`config.mk`:
```
export PLATFORM = sky130hd
export DESIGN_NAME = pipe_decode
export DESIGN_NICKNAME = d
export VERILOG_FILES = /design/src/rtl/pipe_decode.sv
export SDC_FILE = /design/constraint.sdc
export NUM_CORES = 1
export LEC_CHECK = 0
export CAP_MARGIN = 20
export CORE_MARGIN = 2
export CORE_UTILIZATION = 25
export DETAILED_ROUTE_END_ITERATION = 8
export MAX_ROUTING_LAYER = met4
export SLEW_MARGIN = 20
export SYNTH_ARGS = -nofsm -noshare
export SYNTH_HDL_FRONTEND = slang
export SYNTH_SLANG_ARGS = --single-unit
```
`constraint.sdc`:
```
create_clock -name clk -period 4.4 [get_ports clk]
set_input_delay 1.32 -clock clk [delete_from_list [all_inputs] [get_ports clk]]
set_output_delay 1.32 -clock clk [all_outputs]
set_load 0.005 [all_outputs]
```
`src/rtl/pipe_decode.sv`:
```
// Single-stage instruction decoder with a registered, valid/ready output stage.
// Inserts a bubble on load-use hazards and can squash the instruction after a jump.
module pipe_decode #(
  parameter int IW            = 16,
  parameter int RW            = 3,
  parameter int IMMW          = 8,
  parameter int JW            = 5,
  parameter int CW            = 16,
  parameter int FLUSH_ON_JUMP = 1
) (
  input  logic            clk,
  input  logic            rst,
  input  logic [IW-1:0]   instruction,
  input  logic            in_valid,
  output logic            in_ready,
  output logic [4:0]      Op,
  output logic [1:0]      alusrc,
  output logic [JW-1:0]   jump_adr,
  output logic            re,
  output logic            de,
  output logic            normal,
  output logic [RW-1:0]   rd_adr,
  output logic [RW-1:0]   rs_adr,
  output logic [RW-1:0]   adrD,
  output logic [IMMW-1:0] immediate,
  output logic            out_valid,
  input  logic            out_ready,
  output logic            stall,
  output logic            illegal,
  output logic [CW-1:0]   decode_count
);

  localparam logic [4:0] OP_NOP   = 5'd0,  OP_ADD  = 5'd1,  OP_SUB  = 5'd2,  OP_OR   = 5'd3;
  localparam logic [4:0] OP_AND   = 5'd4,  OP_XOR  = 5'd5,  OP_NXOR = 5'd6,  OP_CMP1 = 5'd7;
  localparam logic [4:0] OP_MOVE  = 5'd8,  OP_STORE= 5'd9,  OP_LOAD = 5'd10, OP_NOT  = 5'd11;
  localparam logic [4:0] OP_ROR   = 5'd12, OP_ROL  = 5'd13, OP_SAL  = 5'd14, OP_SAR  = 5'd15;
  localparam logic [4:0] OP_CMP2  = 5'd16, OP_ADDI = 5'd17, OP_SUBI = 5'd18, OP_JUMP = 5'd19;

  logic [4:0]      op_in;
  logic [RW-1:0]   fa, fb, fc;
  logic [IMMW-1:0] fimm;
  logic [JW-1:0]   fj;

  assign op_in = instruction[IW-1 -: 5];
  assign fa    = instruction[IW-6 -: RW];
  assign fb    = instruction[IW-6-RW -: RW];
  assign fc    = instruction[IW-6-2*RW -: RW];
  assign fimm  = instruction[IMMW-1:0];
  assign fj    = instruction[IW-6 -: JW];

  logic [4:0]      op_next;
  logic [1:0]      alusrc_next;
  logic [JW-1:0]   jump_adr_next;
  logic            re_next, de_next, normal_next, legal_next, reads_rs_next;
  logic [RW-1:0]   rd_next, rs_next, adrd_next;
  logic [IMMW-1:0] imm_next;

  always_comb begin
    op_next       = op_in;
    alusrc_next   = 2'b00;
    jump_adr_next = '0;
    re_next       = 1'b0;
    de_next       = 1'b0;
    normal_next   = 1'b0;
    rd_next       = RW'(1);
    rs_next       = '0;
    adrd_next     = '0;
    imm_next      = '0;
    legal_next    = 1'b1;
    reads_rs_next = 1'b0;
    case (op_in)
      OP_ADD, OP_SUB, OP_OR, OP_AND, OP_XOR, OP_NXOR, OP_CMP1, OP_MOVE: begin
        rs_next = fb; rd_next = fa; re_next = 1'b1; alusrc_next = 2'b01; reads_rs_next = 1'b1;
      end
      OP_STORE: begin
        adrd_next = fa; rs_next = fb; de_next = 1'b1; alusrc_next = 2'b01; reads_rs_next = 1'b1;
      end
      OP_LOAD: begin
        adrd_next = fa; rd_next = fb; re_next = 1'b1; alusrc_next = 2'b10;
      end
      OP_NOT: begin
        rs_next = fb; rd_next = fb; re_next = 1'b1; alusrc_next = 2'b01; reads_rs_next = 1'b1;
      end
      OP_ROR, OP_ROL, OP_SAL, OP_SAR: begin
        rs_next = fb; rd_next = fb; re_next = 1'b1; alusrc_next = 2'b00; reads_rs_next = 1'b1;
      end
      OP_CMP2, OP_ADDI: begin
        rs_next = fb; rd_next = fa; adrd_next = fc; de_next = 1'b1; alusrc_next = 2'b01;
        reads_rs_next = 1'b1;
      end
      OP_SUBI: begin
        imm_next = fimm; rd_next = fa; re_next = 1'b1; alusrc_next = 2'b11;
      end
      OP_JUMP: begin
        jump_adr_next = fj; normal_next = 1'b1;
      end
      OP_NOP: ;
      default: begin
        op_next    = OP_NOP;
        legal_next = 1'b0;
      end
    endcase
  end

  logic squash_reg;
  logic hazard, accept, xfer_out;

  // A presented load's destination is the dependent's source: hold it back one cycle.
  assign hazard   = out_valid & (Op == OP_LOAD) & reads_rs_next & (rs_next == rd_adr);
  assign in_ready = (~out_valid | out_ready) & ~hazard;
  assign stall    = in_valid & hazard;
  assign accept   = in_valid & in_ready;
  assign xfer_out = out_valid & out_ready;

  always_ff @(posedge clk or posedge rst) begin
    if (rst) begin
      out_valid    <= 1'b0;
      Op           <= OP_NOP;
      alusrc       <= 2'b00;
      jump_adr     <= '0;
      re           <= 1'b0;
      de           <= 1'b0;
      normal       <= 1'b0;
      rd_adr       <= RW'(1);
      rs_adr       <= '0;
      adrD         <= '0;
      immediate    <= '0;
      illegal      <= 1'b0;
      decode_count <= '0;
      squash_reg   <= 1'b0;
    end else begin
      if (xfer_out)
        out_valid <= 1'b0;
      if (accept) begin
        // A squashed instruction only clears the flag; outputs and counters keep their value.
        if (squash_reg) begin
          squash_reg <= 1'b0;
        end else begin
          out_valid    <= 1'b1;
          Op           <= op_next;
          alusrc       <= alusrc_next;
          jump_adr     <= jump_adr_next;
          re           <= re_next;
          de           <= de_next;
          normal       <= normal_next;
          rd_adr       <= rd_next;
          rs_adr       <= rs_next;
          adrD         <= adrd_next;
          immediate    <= imm_next;
          decode_count <= decode_count + CW'(1);
          if (!legal_next)
            illegal <= 1'b1;
          squash_reg   <= (FLUSH_ON_JUMP != 0) && (op_in == OP_JUMP);
        end
      end
    end
  end

endmodule
```
==> summary.md <==
| Metric | Value |
|---|---|
| Critical path fanouts, max | `2` |
| Antenna violations before repair | `0` |
| Setup CP Type | `in2out` |
| Worst Path Required | `3.08 ns` |
| Root buffer cell | `clkbuf_8` |
| CP Capture Type | `primary output` |
| Slew headroom | `0.5164` |
| Post-route setup TNS | `0 ns` |
| Number of global-route vias before repair | `about 2200` |
| Largest Register | `decode_count` |
| Final layout net count | `368` |
| Most common cell in the netlist | `dfrtp_1` |
| Largest regs | `decode_count: 16 flops, immediate: 8 flops` |
| Mapped Cells | `262` |
| Max rail drop VDD | `181.7 µV` |
| Number of synthesized flops with an enable pin | `0` |
| Setup ws final | `~0.13 ns` |
| Overall via count from detail_route | `2210` |
| RSZ-0062 raised after global routing | `no` |
| Largest net degree at the start of global routing | `37` |
| Synth top area cells | `dfrtp_1, xor2_1, nand2_1` |
| Clk slew on worst S/H paths | `0.09 ns` |
| Vias/cell | `4.566` |
| Setup-failing EPs final | `0` |
| Core Rows | `37` |
| Yosys cell types | `50` |
| WL/cell | `14.87 µm` |
| Mapped cell area | `0.002630 mm²` |
| Worst Skew | `0.01413 ns` |
| Commonest cells post-synth | `dfrtp_1, nand2_1, o21ai_1, o21ai_0` |
| Worst Tran Pin Value | `0.7244 ns` |
| Iter 0 DRT Violations | `slightly above 80` |
| Drt pass-1 iters | `4` |
| Routability cong. | `about 0.80` |
| Syn_nets | `around 280` |
| Critical path arrival | `just under 3 ns` |
| Fin crit period | `4.271 ns` |
| Clock buffer count from CTS | `5` |
| GRT Total Usage | `0.1315` |
| Yosys top cell area share | `0.4757` |
| Die area | `0.01136 mm²` |
| Die Ht | `around 110 µm` |
| Worst hold path class | `reg2reg` |
| Leading area contributor after synthesis | `dfrtp_1` |
| Fmax | `roughly 0.23 GHz` |
| R2r worst-path depth | `9` |
| Wire length of the first global-routing pass | `11540 µm` |
| R2R Path End | `adrD[0]` |
| ANT nets after route | `0` |
| Clock Tree Buf Depth | `2` |
| Final period utilization | `0.9707` |
| Diodes inserted | `0` |
| CTS tree | `yes` |
| Finished Cell Area | `around 0.0037 mm²` |
| Capture point of the worst path | `in_ready` |
| Ys flop type | `dfrtp_1` |
| Placed inst area | `around 0.0036 mm²` |
| Setup crit start | `instruction[11]` |
| Worst skew pair latency | `0.30 ns` |
| H-tree levels | `2` |
| IO Count | `around 70` |
| Max reg flops | `16` |
| Final HPWL DP | `5419 µm` |
| Max-slew violations | `0` |
| GRT overflow | `0` |
| DP Worst Slack | `-0.1811 ns` |
| Area growth syn-to-layout | `42.25%` |
| Synth Area per Inst | `10.04 µm²` |
| Initial Utilization | `0.2559` |
| Synthesis Warnings | `0` |
| Worst r2r src | `rd_adr[0]` |
| Power per Cell Area | `~340 mW/mm²` |
| PortBufs | `71` |
| Startpoint Class | `primary input` |
| Status | `complete, no violations` |
| Sink Count | `51` |
| P_leak | `1.635 nW` |
| Total of max-cap violations | `0` |
| FF+latch count, synth | `51` |
| Remaining DRCs | `0` |
| Reg2reg setup slack | `~1.9 ns` |
| Final WL | `7195 µm` |
| Share of cells above drive strength 1 | `0.1351` |
| Die W | `106.6 µm` |
| Sequential share of the synthesized area | `0.4857` |
| Fraction of registers with async set/reset | `1.000` |
| Core Region | `0.01028 mm²` |
| Hold Fails Final Rpt | `0` |
-- routing by layer --
metal,vias to the layer above,routed length (µm),GRT usage
met3,4,354,0.02269
li1,1092,-,-
met1,1052,3371,0.1791
met4,0,24,0.01670
met5,-,0,-
met2,62,3445,0.2116
-- per-stage QoR --
stage | power, mW | hold WS (ns) | cells | utilization
2_1_floorplan | 0.7317 | 0.4607 | 262 | -
3_3_place_gp | 0.9248 | 0.4706 | 475 | 0.3506
3_5_place_dp | 0.9303 | 0.4681 | 475 | 0.3506
4_1_cts | 1.271 | 0.4830 | 484 | 0.3634
5_1_grt | 1.326 | 0.5125 | 484 | 0.3640
6_report | 1.255 | 0.4777 | 484 | 0.3640
-- placed cells by master (no fill, tap or decap), types with 3 or more instances in the layout --
| master | synthesis | final |
|---|---|---|
| a21o_1 | 4 | 4 |
| a21oi_1 | 4 | 3 |
| a22o_1 | 3 | 3 |
| and3_1 | 6 | 6 |
| buf_4 | 1 | 23 |
| clkbuf_8 | 0 | 6 |
| clkdlybuf4s50_1 | 0 | 63 |
| dfrtp_1 | 50 | 50 |
| dlygate4sd2_1 | 0 | 7 |
| inv_1 | 9 | 8 |
| mux2_1 | 5 | 5 |
| mux2_4 | 5 | 5 |
| mux2i_1 | 4 | 4 |
| nand2_1 | 29 | 29 |
| nand2b_1 | 4 | 4 |
| nand3_1 | 5 | 5 |
| nand4_1 | 3 | 3 |
| nor2_1 | 7 | 7 |
| nor2b_1 | 3 | 3 |
| nor3_1 | 13 | 13 |
| nor3b_1 | 3 | 3 |
| nor4b_1 | 3 | 3 |
| o21ai_0 | 17 | 17 |
| o21ai_1 | 21 | 21 |
| xnor2_1 | 6 | 6 |
| xor2_1 | 13 | 13 |
-- what timing repair did --
item | in CTS | in global routing
endpoints found under the setup margin | 2 | 2
resized for setup | 9 | 2
setup buffers | 1 | 0
hold buffers | 0 | 0
pin swaps | 2 | 1
-- worst max-delay path: stages --
cell             delay (ns)
clkdlybuf4s50_1        0.42
nor2_1                 0.13
a21oi_2                0.08
o311a_4                0.40
buf_4                  0.15
buf_4                  0.12
nor2_1                 0.09
dlygate4sd2_1          0.24
-- worst min path at each step --
stage,startpoint,slack [ns],to,depth (start not counted)
2_1_floorplan,squash_reg,0.46,squash_reg,2
3_3_place_gp,rs_adr[2],0.47,rs_adr[2],1
3_5_place_dp,illegal,0.47,illegal,1
4_1_cts,decode_count[15],0.48,decode_count[15],1
5_1_grt,rs_adr[2],0.51,rs_adr[2],1
6_report,decode_count[15],0.48,decode_count[15],1
-- cell type report --
class | instances | area [µm²]
Timing Repair Buffer | 96 | 908.4
Fill cell | 1057 | 6536
Inverter | 9 | 33.78
Clock buffer | 6 | 82.58
Clock inverter | 2 | 35.03
Tap cell | 136 | 170.2
Sequential cell | 51 | 1277
Multi-Input combinational cell | 184 | 1234
-- power by group --
group | internal, mW | leakage [nW] | switching (mW)
Clock | 0.184 | 0.0612 | 0.154
Combinational | 0.195 | 0.912 | 0.132
Sequential | 0.528 | 0.661 | 0.0613
-- cells by family after synthesis --
kind of cell | count (synthesis) | share of synthesized area
AO/OA/AOI/OAI | 59 | 0.1327
adder cells (fa/ha/maj) | 1 | 0.004757
XOR/XNOR | 19 | 0.06327
multiplexers | 15 | 0.06946
buffers and inverters | 27 | 0.05090
AND/OR/NAND/NOR | 90 | 0.1932
flip-flops | 51 | 0.4857
(Power assumes the default switching activity.)
